===== config.mk =====
export PLATFORM = sky130hd
export DESIGN_NAME = spi_xfer_ctrl_flat
export DESIGN_NICKNAME = d
export VERILOG_FILES = /design/src/rtl/spi_xfer_ctrl_pkg.sv /design/src/rtl/spi_xfer_ctrl_if.sv /design/src/rtl/spi_xfer_ctrl_clk_div.sv /design/src/rtl/spi_xfer_ctrl.sv /design/src/flat_wrapper.sv
export SDC_FILE = /design/constraint.sdc
export NUM_CORES = 1
export LEC_CHECK = 0
export ABC_AREA = 0
export CAP_MARGIN = 20
export CORE_MARGIN = 3
export CORE_UTILIZATION = 40
export CTS_CLUSTER_DIAMETER = 50
export DETAILED_ROUTE_END_ITERATION = 7
export GPL_TIMING_DRIVEN = 0
export PLACE_DENSITY = 0.81
export SYNTH_ARGS = -nofsm -noshare
export SYNTH_HDL_FRONTEND = slang
export SYNTH_SLANG_ARGS = --single-unit

===== constraint.sdc =====
create_clock -name in_clock -period 2.6 [get_ports in_clock]
set_input_delay 0.39 -clock in_clock [delete_from_list [all_inputs] [get_ports in_clock]]
set_output_delay 0.39 -clock in_clock [all_outputs]
set_load 0.005 [all_outputs]

===== src/rtl/spi_xfer_ctrl_pkg.sv =====
// Shared types and constants for the SPI byte-transfer sequencer.
package spi_pkg;

    localparam int SPI_BITS = 8;

    typedef enum logic [2:0] {
        IDLE,
        LOAD,
        SETUP,
        SCLK_HI,
        SCLK_LO,
        HOLD,
        DONE
    } spi_state_e;

    // Width of the phase counter: enough bits to hold the largest phase length.
    function automatic int cnt_width(input int a, input int b, input int c);
        int m;
        m = (a > b) ? a : b;
        m = (m > c) ? m : c;
        return $clog2(m) + 1;
    endfunction

endpackage


===== src/rtl/spi_xfer_ctrl_if.sv =====
// Handshake and shift-register bus of the SPI transfer sequencer.
interface spi_xfer_ctrl_if;
    import spi_pkg::*;

    logic                tx_valid;
    logic                tx_ready;
    logic [SPI_BITS-1:0] tx_data;
    logic                rx_valid;
    logic [SPI_BITS-1:0] rx_data;
    logic                busy;
    logic                start;
    logic [SPI_BITS-1:0] load_data;
    logic [SPI_BITS-1:0] shift_data;
    logic                sclk;
    logic                cs_n;

    // Sequencer side.
    modport slave (
        input  tx_valid, tx_data, shift_data,
        output tx_ready, rx_valid, rx_data, busy, start, load_data, sclk, cs_n
    );

    // Byte producer / shift-register side.
    modport master (
        output tx_valid, tx_data, shift_data,
        input  tx_ready, rx_valid, rx_data, busy, start, load_data, sclk, cs_n
    );

endinterface


===== src/rtl/spi_xfer_ctrl_clk_div.sv =====
// Phase counter: loaded with a phase length, flags the last cycle of the phase.
module spi_clk_div #(
    parameter int W = 3
) (
    input  logic         clk,
    input  logic         rst_n,
    input  logic         load_i,
    input  logic [W-1:0] load_val_i,
    output logic         done_o
);

    logic [W-1:0] cnt_q;

    // Counts down to zero; a phase of N cycles starts at N-1.
    always_ff @(posedge clk or negedge rst_n) begin
        if (!rst_n) begin
            cnt_q <= '0;
        end else if (load_i) begin
            cnt_q <= load_val_i - W'(1);
        end else if (cnt_q != '0) begin
            cnt_q <= cnt_q - W'(1);
        end
    end

    assign done_o = (cnt_q == '0);

endmodule


===== src/rtl/spi_xfer_ctrl.sv =====
// SPI byte-transfer sequencer: loads the shift register, frames the byte with
// cs_n, generates 8 mode-0 SCLK periods and returns the received byte.
module spi_xfer_ctrl
    import spi_pkg::*;
#(
    parameter int CLK_DIV  = 4,
    parameter int CS_SETUP = 2,
    parameter int CS_HOLD  = 2
) (
    input  logic           in_clock,
    input  logic           reset_n,
    spi_xfer_ctrl_if.slave bus
);

    localparam int CW = cnt_width(CLK_DIV, CS_SETUP, CS_HOLD);
    localparam int BW = $clog2(SPI_BITS);

    spi_state_e          state_q;
    logic [BW-1:0]       bit_cnt_q;
    logic                tx_ready_q;
    logic                rx_valid_q;
    logic                busy_q;
    logic                start_q;
    logic                sclk_q;
    logic                cs_n_q;
    logic [SPI_BITS-1:0] rx_data_q;
    logic [SPI_BITS-1:0] load_data_q;

    logic                div_load;
    logic [CW-1:0]       div_val;
    logic                div_done;

    // Reload the phase counter on every state change, with the next phase's length.
    always_comb begin
        div_load = 1'b0;
        div_val  = '0;
        case (state_q)
            LOAD: begin
                div_load = 1'b1;
                div_val  = CW'(CS_SETUP);
            end
            SETUP, SCLK_HI: begin
                div_load = div_done;
                div_val  = CW'(CLK_DIV);
            end
            SCLK_LO: begin
                div_load = div_done;
                div_val  = (bit_cnt_q == BW'(SPI_BITS - 1)) ? CW'(CS_HOLD) : CW'(CLK_DIV);
            end
            default: ;
        endcase
    end

    spi_clk_div #(.W(CW)) u_div (
        .clk        (in_clock),
        .rst_n      (reset_n),
        .load_i     (div_load),
        .load_val_i (div_val),
        .done_o     (div_done)
    );

    // Transfer FSM; every output is a flop set on the edge entering its state.
    always_ff @(posedge in_clock or negedge reset_n) begin
        if (!reset_n) begin
            state_q     <= IDLE;
            bit_cnt_q   <= '0;
            tx_ready_q  <= 1'b0;
            rx_valid_q  <= 1'b0;
            busy_q      <= 1'b0;
            start_q     <= 1'b1;
            sclk_q      <= 1'b0;
            cs_n_q      <= 1'b1;
            rx_data_q   <= '0;
            load_data_q <= '0;
        end else begin
            rx_valid_q <= 1'b0;
            case (state_q)
                IDLE: begin
                    tx_ready_q <= 1'b1;
                    if (bus.tx_valid && tx_ready_q) begin
                        load_data_q <= bus.tx_data;
                        tx_ready_q  <= 1'b0;
                        busy_q      <= 1'b1;
                        start_q     <= 1'b0;
                        cs_n_q      <= 1'b0;
                        state_q     <= LOAD;
                    end
                end
                LOAD: begin
                    start_q <= 1'b1;
                    state_q <= SETUP;
                end
                SETUP: begin
                    if (div_done) begin
                        sclk_q  <= 1'b1;
                        state_q <= SCLK_HI;
                    end
                end
                SCLK_HI: begin
                    if (div_done) begin
                        sclk_q  <= 1'b0;
                        state_q <= SCLK_LO;
                    end
                end
                SCLK_LO: begin
                    if (div_done) begin
                        bit_cnt_q <= bit_cnt_q + BW'(1);
                        if (bit_cnt_q == BW'(SPI_BITS - 1)) begin
                            state_q <= HOLD;
                        end else begin
                            sclk_q  <= 1'b1;
                            state_q <= SCLK_HI;
                        end
                    end
                end
                HOLD: begin
                    if (div_done) begin
                        rx_data_q  <= bus.shift_data;
                        rx_valid_q <= 1'b1;
                        cs_n_q     <= 1'b1;
                        state_q    <= DONE;
                    end
                end
                DONE: begin
                    busy_q     <= 1'b0;
                    tx_ready_q <= 1'b1;
                    state_q    <= IDLE;
                end
                default: state_q <= IDLE;
            endcase
        end
    end

    assign bus.tx_ready  = tx_ready_q;
    assign bus.rx_valid  = rx_valid_q;
    assign bus.rx_data   = rx_data_q;
    assign bus.busy      = busy_q;
    assign bus.start     = start_q;
    assign bus.load_data = load_data_q;
    assign bus.sclk      = sclk_q;
    assign bus.cs_n      = cs_n_q;

endmodule


===== src/flat_wrapper.sv =====
// flat-port wrapper written by rule: the top's interface ports become plain ports
module spi_xfer_ctrl_flat import spi_pkg::*;
#(
    parameter int CLK_DIV  = 4,
    parameter int CS_SETUP = 2,
    parameter int CS_HOLD  = 2
)
  (in_clock, reset_n, bus_tx_valid, bus_tx_data, bus_shift_data, bus_tx_ready, bus_rx_valid, bus_rx_data, bus_busy, bus_start, bus_load_data, bus_sclk, bus_cs_n);
  spi_xfer_ctrl_if bus_i ();
  input  logic in_clock;
  input  logic reset_n;
  input wire logic [$bits(bus_i.tx_valid)-1:0] bus_tx_valid;
  input wire logic [$bits(bus_i.tx_data)-1:0] bus_tx_data;
  input wire logic [$bits(bus_i.shift_data)-1:0] bus_shift_data;
  output wire logic [$bits(bus_i.tx_ready)-1:0] bus_tx_ready;
  output wire logic [$bits(bus_i.rx_valid)-1:0] bus_rx_valid;
  output wire logic [$bits(bus_i.rx_data)-1:0] bus_rx_data;
  output wire logic [$bits(bus_i.busy)-1:0] bus_busy;
  output wire logic [$bits(bus_i.start)-1:0] bus_start;
  output wire logic [$bits(bus_i.load_data)-1:0] bus_load_data;
  output wire logic [$bits(bus_i.sclk)-1:0] bus_sclk;
  output wire logic [$bits(bus_i.cs_n)-1:0] bus_cs_n;
  assign bus_i.tx_valid = bus_tx_valid;
  assign bus_i.tx_data = bus_tx_data;
  assign bus_i.shift_data = bus_shift_data;
  assign bus_tx_ready = bus_i.tx_ready;
  assign bus_rx_valid = bus_i.rx_valid;
  assign bus_rx_data = bus_i.rx_data;
  assign bus_busy = bus_i.busy;
  assign bus_start = bus_i.start;
  assign bus_load_data = bus_i.load_data;
  assign bus_sclk = bus_i.sclk;
  assign bus_cs_n = bus_i.cs_n;
  spi_xfer_ctrl #(.CLK_DIV(CLK_DIV), .CS_SETUP(CS_SETUP), .CS_HOLD(CS_HOLD)) u_core (.in_clock(in_clock), .reset_n(reset_n), .bus(bus_i));
endmodule

==> summary.md, run 1 <==
| Metric | Value |
|---|---|
| Post-Syn Area | `1410 um^2` |
| Pre-CTS setup slack | `0.467 ns` |
| RSZ-0062 raised after global routing | `no` |
| Drt total wl | `3020 um` |
| Syn. warnings | `0` |
| Clock power frac | `37.2%` |
| Cell accounting for the most synthesized area | `dfrtp_1` |
| R2R cell count | `7` |
| Initial antenna violation count | `0` |
| Pin count of the biggest net entering global routing | `18` |
| # port buffers | `40` |
| Fin crit period | `1.94 ns` |
| Starting Density | `43.9%` |
| Synth-to-layout area growth | `39.5%` |
| Count of cell types in the netlist | `34` |
| Status | `complete, no violations` |
| Fin crit share | `74.6%` |
| Final worst slack | `0.661 ns` |
| Worst skew pair latency | `0.33 ns` |
| Fin Clk Skew | `0.00676 ns` |
| Hold Fails Final Rpt | `0` |
| Data arrival, critical path | `2.15 ns` |
| GR Overflow Total | `0` |
| Core area | `3200 um^2` |
| Setup violations, final | `0` |
| Hold slack | `0.479 ns` |
| Drt first pass iters | `4` |
| First-pass GRT wire length | `4970 um` |
| WHS Path Cells | `2` |
| Crit Path Category | `reg2reg` |
| CTS buffer count | `5` |
| Die area | `4260 um^2` |
| Worst setup SP type | `flip-flop` |
| Share of the synthesized area in the top cell type | `51.6%` |
| Root buffer cell | `clkbuf_4` |
| CP Cell Sequence | `buf_1 > nand2b_1 > o41ai_1 > a21oi_1 > ha_1 > a21oi_1 > a32oi_1` |
| # Post-CTS Setup Buffers | `0` |
| Initial drt markers | `25` |
| CTS tree | `built` |
| CP max stage delay | `0.43 ns` |
| Pint | `689 uW` |
| Syn_nets | `134` |
| Most common flop cell mapped by yosys | `dfrtp_1` |
| # clock sinks | `31` |
| DRC | `0` |
| N_diodes | `0` |
| I/O pin cnt | `41` |
| Critical path's slowest cell | `dfrtp_1` |
| Tot GR Track Use | `15.8%` |
| Async set-or-reset flop fraction in the synthesized netlist | `100%` |
| Yosys reg bits | `31` |
| WL per Instance | `14.7 um` |
| Largest cells by area after synthesis | `dfrtp_1 52%, mux2_2 14%, dfstp_2 3.7%` |
| HP Class | `reg2reg` |
| Overall Power | `878 uW` |
| Post-synthesis sequential area ratio | `55.4%` |
| CP Capture Type | `flip-flop` |
| Vias per inst | `5.11` |
| Sw power | `189 uW` |
| Relative slew slack | `49.9%` |
| Die W | `65.3 um` |
| Top-count cell post-synth | `dfrtp_1` |
| Row Count | `20` |
| Clock Pin Slew Worst Setup and Hold Paths | `0.10 ns` |
| CTS resizes | `0` |
| Post-route ant nets | `0` |
| Power density of the placed cells | `448 nW/um^2` |
| Comb pwr share | `6.9%` |
| Setup_tns | `0 ns` |
| Synthesized area per cell | `12.5 um^2` |
| Flop pwr share | `56.0%` |
| Cts hold-fix bufs | `0` |
| CP required | `2.81 ns` |
| Vias in the first global route | `1080` |
| Clk buf depth | `2` |
| Fin. max-slew vios | `0` |
| MaxCap Viol Count | `0` |
| Worst Max-Slew Pin Slew | `0.749 ns` |
| EDFF count, synth | `0` |
| Post-Synthesis Cells | `112` |
| CP Max Fanout | `10` |
| Die height | `65.3 um` |
| Switch share | `21.6%` |
| P_leak | `0.000862 uW` |
| RD Place Congestion | `0.833` |
| Via count | `1047` |
| Total Nets Final | `182` |
| Synth cell count leaders | `29 x dfrtp_1, 18 x mux2_2, 7 x inv_1` |
| Worst path most repeated cell | `a21oi_1` |
| Fmax | `516 MHz` |
| Layout cells sized above 1 | `22.4%` |
| Htree depth | `2` |
| DPL Wire Length | `2310 um` |
| Worst vdd ir | `340 uV` |
## power by group through the flow
stage	clock network [uW]	logic, uW	registers, uW
detailed placement	0	61.7	501
CTS	340	61.9	491
global route	364	65.6	492
finish	326	60.4	491
global placement	0	54.8	500
floorplan	0	5.56	501
## layout make-up
cell class                 instances  area (um^2)
clock buffer                       7         65.1
buffer                             5         23.8
sequential                        31          778
multi-input combinational         69          577
tap                               44         55.1
inverter                           7         26.3
timing repair buffer              41          428
clock inverter                     1         7.51
fill                             270         1240
## registers in the layout, summed over array words and instances, names as in the netlist
name / flops
u_core.bus.tx_ready: 1
u_core.bus.cs_n: 1
u_core.state_q: 3
u_core.bus.sclk: 1
u_core.bus.load_data: 8
u_core.bus.busy: 1
u_core.bus.rx_valid: 1
u_core.bus.rx_data: 8
u_core.u_div.cnt_q: 3
u_core.bit_cnt_q: 3
u_core.bus.start: 1
## layer usage
layer / up-vias / routed length, um / global-route usage, %
li1: 497 / - / -
met1: 508 / 1180 / 17.1
met2: 36 / 1550 / 25.9
met3: 6 / 229 / 7.18
met4: 0 / 61 / 8.29
met5: - / 0 / 0
## cell families (layout without fill, tap and decap cells)
kind of cell / Yosys count / in the layout / share of synthesized area, %
XOR/XNOR: 3 / 3 / 1.87
buffers and inverters: 12 / 61 / 3.56
adder cells (fa/ha/maj): 3 / 3 / 2.67
AO/OA/AOI/OAI: 22 / 22 / 10.7
AND/OR/NAND/NOR: 22 / 22 / 10.7
flip-flops: 31 / 31 / 55.4
multiplexers: 19 / 19 / 15.1
## metrics by stage
step	area (um^2)	instances	util (%)
6_report	1960	205	61.2
3_3_place_gp	1860	196	58.1
4_1_cts	1960	205	61.2
5_1_grt	1960	205	61.2
3_5_place_dp	1890	197	58.9
2_1_floorplan	1410	112	-
## critical path, delay by kind of cell (launching register included)
kind / cells / cell delay [ns]
AOI/OAI and AO/OA: 4 / 0.67
DFF: 1 / 0.43
buffers and inverters: 1 / 0.36
adders and majority gates: 1 / 0.23
and+or+nand+nor: 1 / 0.13
## worst paths after layout
path / from / endpoint / slack [ns]
worst max-delay path: u_core.state_q[2] / u_core.u_div.cnt_q[2] / 0.66
min in group asynchronous: reset_n / u_core.state_q[1] / 0.49
worst min-delay path: u_core.bus.cs_n / u_core.bus.cs_n / 0.48
max in group asynchronous: reset_n / u_core.bus.start / 1.49
worst max register to register: u_core.state_q[2] / u_core.u_div.cnt_q[2] / 0.66
worst min register to register: u_core.bus.cs_n / u_core.bus.cs_n / 0.48
## cell usage in the layout (no fill, tap or decap), types with 2 or more instances in the layout
cell | synthesis | routed
clkdlybuf4s50_1 | 0 | 40
dfrtp_1 | 29 | 29
mux2_2 | 18 | 18
inv_1 | 7 | 7
a21oi_1 | 5 | 5
nor2_1 | 5 | 5
clkbuf_4 | 0 | 5
buf_2 | 4 | 4
nand2b_1 | 4 | 4
o22ai_1 | 4 | 4
o21ai_0 | 3 | 3
ha_1 | 3 | 3
nor2b_1 | 2 | 2
nor3_1 | 2 | 2
a21o_1 | 2 | 2
o21a_1 | 2 | 2
xnor2_1 | 2 | 2
clkbuf_8 | 0 | 2
dfstp_2 | 2 | 2
Note: power is estimated with default switching activity, not from simulation.
==> run 2: changes to the inputs <==
==> constraint.sdc (replaced) <==
create_clock -name in_clock -period 2 [get_ports in_clock]
set_input_delay 0.3 -clock in_clock [delete_from_list [all_inputs] [get_ports in_clock]]
set_output_delay 0.3 -clock in_clock [all_outputs]
set_load 0.005 [all_outputs]
==> summary.md, run 2 (synthesis results as in run 1) <==
| Metric | Value |
|---|---|
| # clock sinks | `31` |
| Initial drt markers | `32` |
| Row Count | `20` |
| Vias in the first global route | `1080` |
| Initial antenna violation count | `0` |
| Fin Clk Skew | `0.00742 ns` |
| DPL Wire Length | `2310 um` |
| Worst setup SP type | `flip-flop` |
| Fin. max-slew vios | `0` |
| I/O pin cnt | `41` |
| RD Place Congestion | `0.833` |
| Clock power frac | `37.1%` |
| Relative slew slack | `49.9%` |
| Die height | `65.3 um` |
| Root buffer cell | `clkbuf_4` |
| Cts hold-fix bufs | `0` |
| P_leak | `0.000870 uW` |
| Comb pwr share | `6.9%` |
| Die area | `4260 um^2` |
| Overall Power | `1140 uW` |
| CP Capture Type | `flip-flop` |
| # Post-CTS Setup Buffers | `0` |
| Fin crit period | `1.83 ns` |
| CP Max Fanout | `4` |
| # port buffers | `40` |
| Synth-to-layout area growth | `40.2%` |
| First-pass GRT wire length | `4970 um` |
| Pint | `895 uW` |
| Starting Density | `43.9%` |
| Vias per inst | `5.05` |
| DRC | `0` |
| RSZ-0062 raised after global routing | `no` |
| Layout cells sized above 1 | `23.6%` |
| Fin crit share | `91.6%` |
| Fmax | `546 MHz` |
| Clk buf depth | `2` |
| Switch share | `21.5%` |
| Tot GR Track Use | `15.8%` |
| Setup violations, final | `0` |
| Flop pwr share | `56.0%` |
| CTS resizes | `0` |
| Commonest non-fill, non-tap cells in the layout | `40 x clkdlybuf4s50_1, 29 x dfrtp_1, 18 x mux2_2` |
| Worst skew pair latency | `0.33 ns` |
| Post-route cell area | `1970 um^2` |
| Via count | `1036` |
| Status | `complete, no violations` |
| MaxCap Viol Count | `0` |
| Clock Pin Slew Worst Setup and Hold Paths | `0.10 ns` |
| Post-route ant nets | `0` |
| Post-DP Area | `1890 um^2` |
| Core area | `3200 um^2` |
| Worst Setup SP | `u_core.bit_cnt_q[0]` |
| Commonest non-fill, non-tap cell in the layout | `clkdlybuf4s50_1` |
| Data arrival, critical path | `2.04 ns` |
| Placed cell count | `197` |
| Hold slack | `0.399 ns` |
| Worst vdd ir | `442 uV` |
| Drt first pass iters | `4` |
| Hold Fails Final Rpt | `0` |
| Sw power | `246 uW` |
| Pin count of the biggest net entering global routing | `18` |
| Pre-CTS setup slack | `-0.0428 ns` |
| Reg-to-reg startpoint | `u_core.bit_cnt_q[0]` |
| Power density of the placed cells | `579 nW/um^2` |
| CTS buffer count | `5` |
| GR Overflow Total | `0` |
| Drt total wl | `3010 um` |
| Final worst slack | `0.168 ns` |
| WL per Instance | `14.7 um` |
| Die W | `65.3 um` |
| CTS tree | `built` |
| Htree depth | `2` |
| CP required | `2.21 ns` |
| Crit Path Category | `reg2reg` |
| Final std cells w/o fill | `205` |
| HP Class | `in2async` |
| N_diodes | `0` |
| Worst Max-Slew Pin Slew | `0.750 ns` |
| Total Nets Final | `182` |
==> run 2: critical path, cell delays in order, from the launching register on <==
cell and delay, ns:
dfrtp_1 0.38, ha_1 0.16, ha_1 0.21, inv_1 0.08, o41ai_2 0.27, a21oi_1 0.12
ha_1 0.23, a21oi_1 0.14, a32oi_1 0.12
==> run 2: power by group through the flow <==
stage	Combinational, uW	Clock (uW)	Sequential (uW)
2_1_floorplan	7.23	0	652
3_3_place_gp	71.2	0	650
3_5_place_dp	80.2	0	651
4_1_cts	80.4	442	639
5_1_grt	85.3	473	640
6_report	78.5	424	639
==> run 2: area by class of cell <==
type,instances,area (um^2)
clock buffers,7,65.1
repair buffers,41,428
inverters,7,26.3
flip-flops and latches,31,778
clock inverters,1,7.51
fillers,269,1230
multi-input cells,69,584
plain buffers,5,25.0
well taps,44,55.1
==> run 2: through the flow <==
step / utilization [%] / setup TNS, ns
6_report: 61.5 / 0
2_1_floorplan: - / 0
3_3_place_gp: 58.1 / 0
5_1_grt: 61.5 / 0
4_1_cts: 61.2 / 0
3_5_place_dp: 58.9 / -0.171
==> run 2: final timing paths <==
kind,end,slack (ns),depth (start not counted)
setup / recovery,u_core.u_div.cnt_q[2],0.17,8
hold / removal,u_core.state_q[1],0.40,1
max in group asynchronous,u_core.bus.start,0.97,2
setup reg to reg,u_core.u_div.cnt_q[2],0.17,8
hold reg to reg,u_core.bus.cs_n,0.48,2
min in group in_clock,u_core.bus.cs_n,0.48,2
==> run 2: routing by layer <==
metal	track usage, %	wire (um)	vias up	part of all wire (%)
met5	0	0	-	0
met4	8.29	61	0	2.0
met3	7.18	214	6	7.1
met2	25.9	1540	31	51
met1	17.1	1200	504	40
li1	-	-	495	-
==> run 3: changes to the inputs <==
==> constraint.sdc (replaced) <==
create_clock -name in_clock -period 2.4 [get_ports in_clock]
set_input_delay 0.36 -clock in_clock [delete_from_list [all_inputs] [get_ports in_clock]]
set_output_delay 0.36 -clock in_clock [all_outputs]
set_load 0.005 [all_outputs]
==> results of run 3 <==
The final DEF is identical to that of run 1. Status: complete, no violations.
Among the figures that moved: setup slack after placement 0.467 ns -> 0.297 ns; setup slack after layout 0.661 ns -> 0.461 ns; hold slack 0.479 ns -> 0.459 ns; register-to-register setup slack 0.66 ns -> 0.46 ns; total power 878 uW -> 951 uW; worst IR drop on VDD 340 uV -> 368 uV
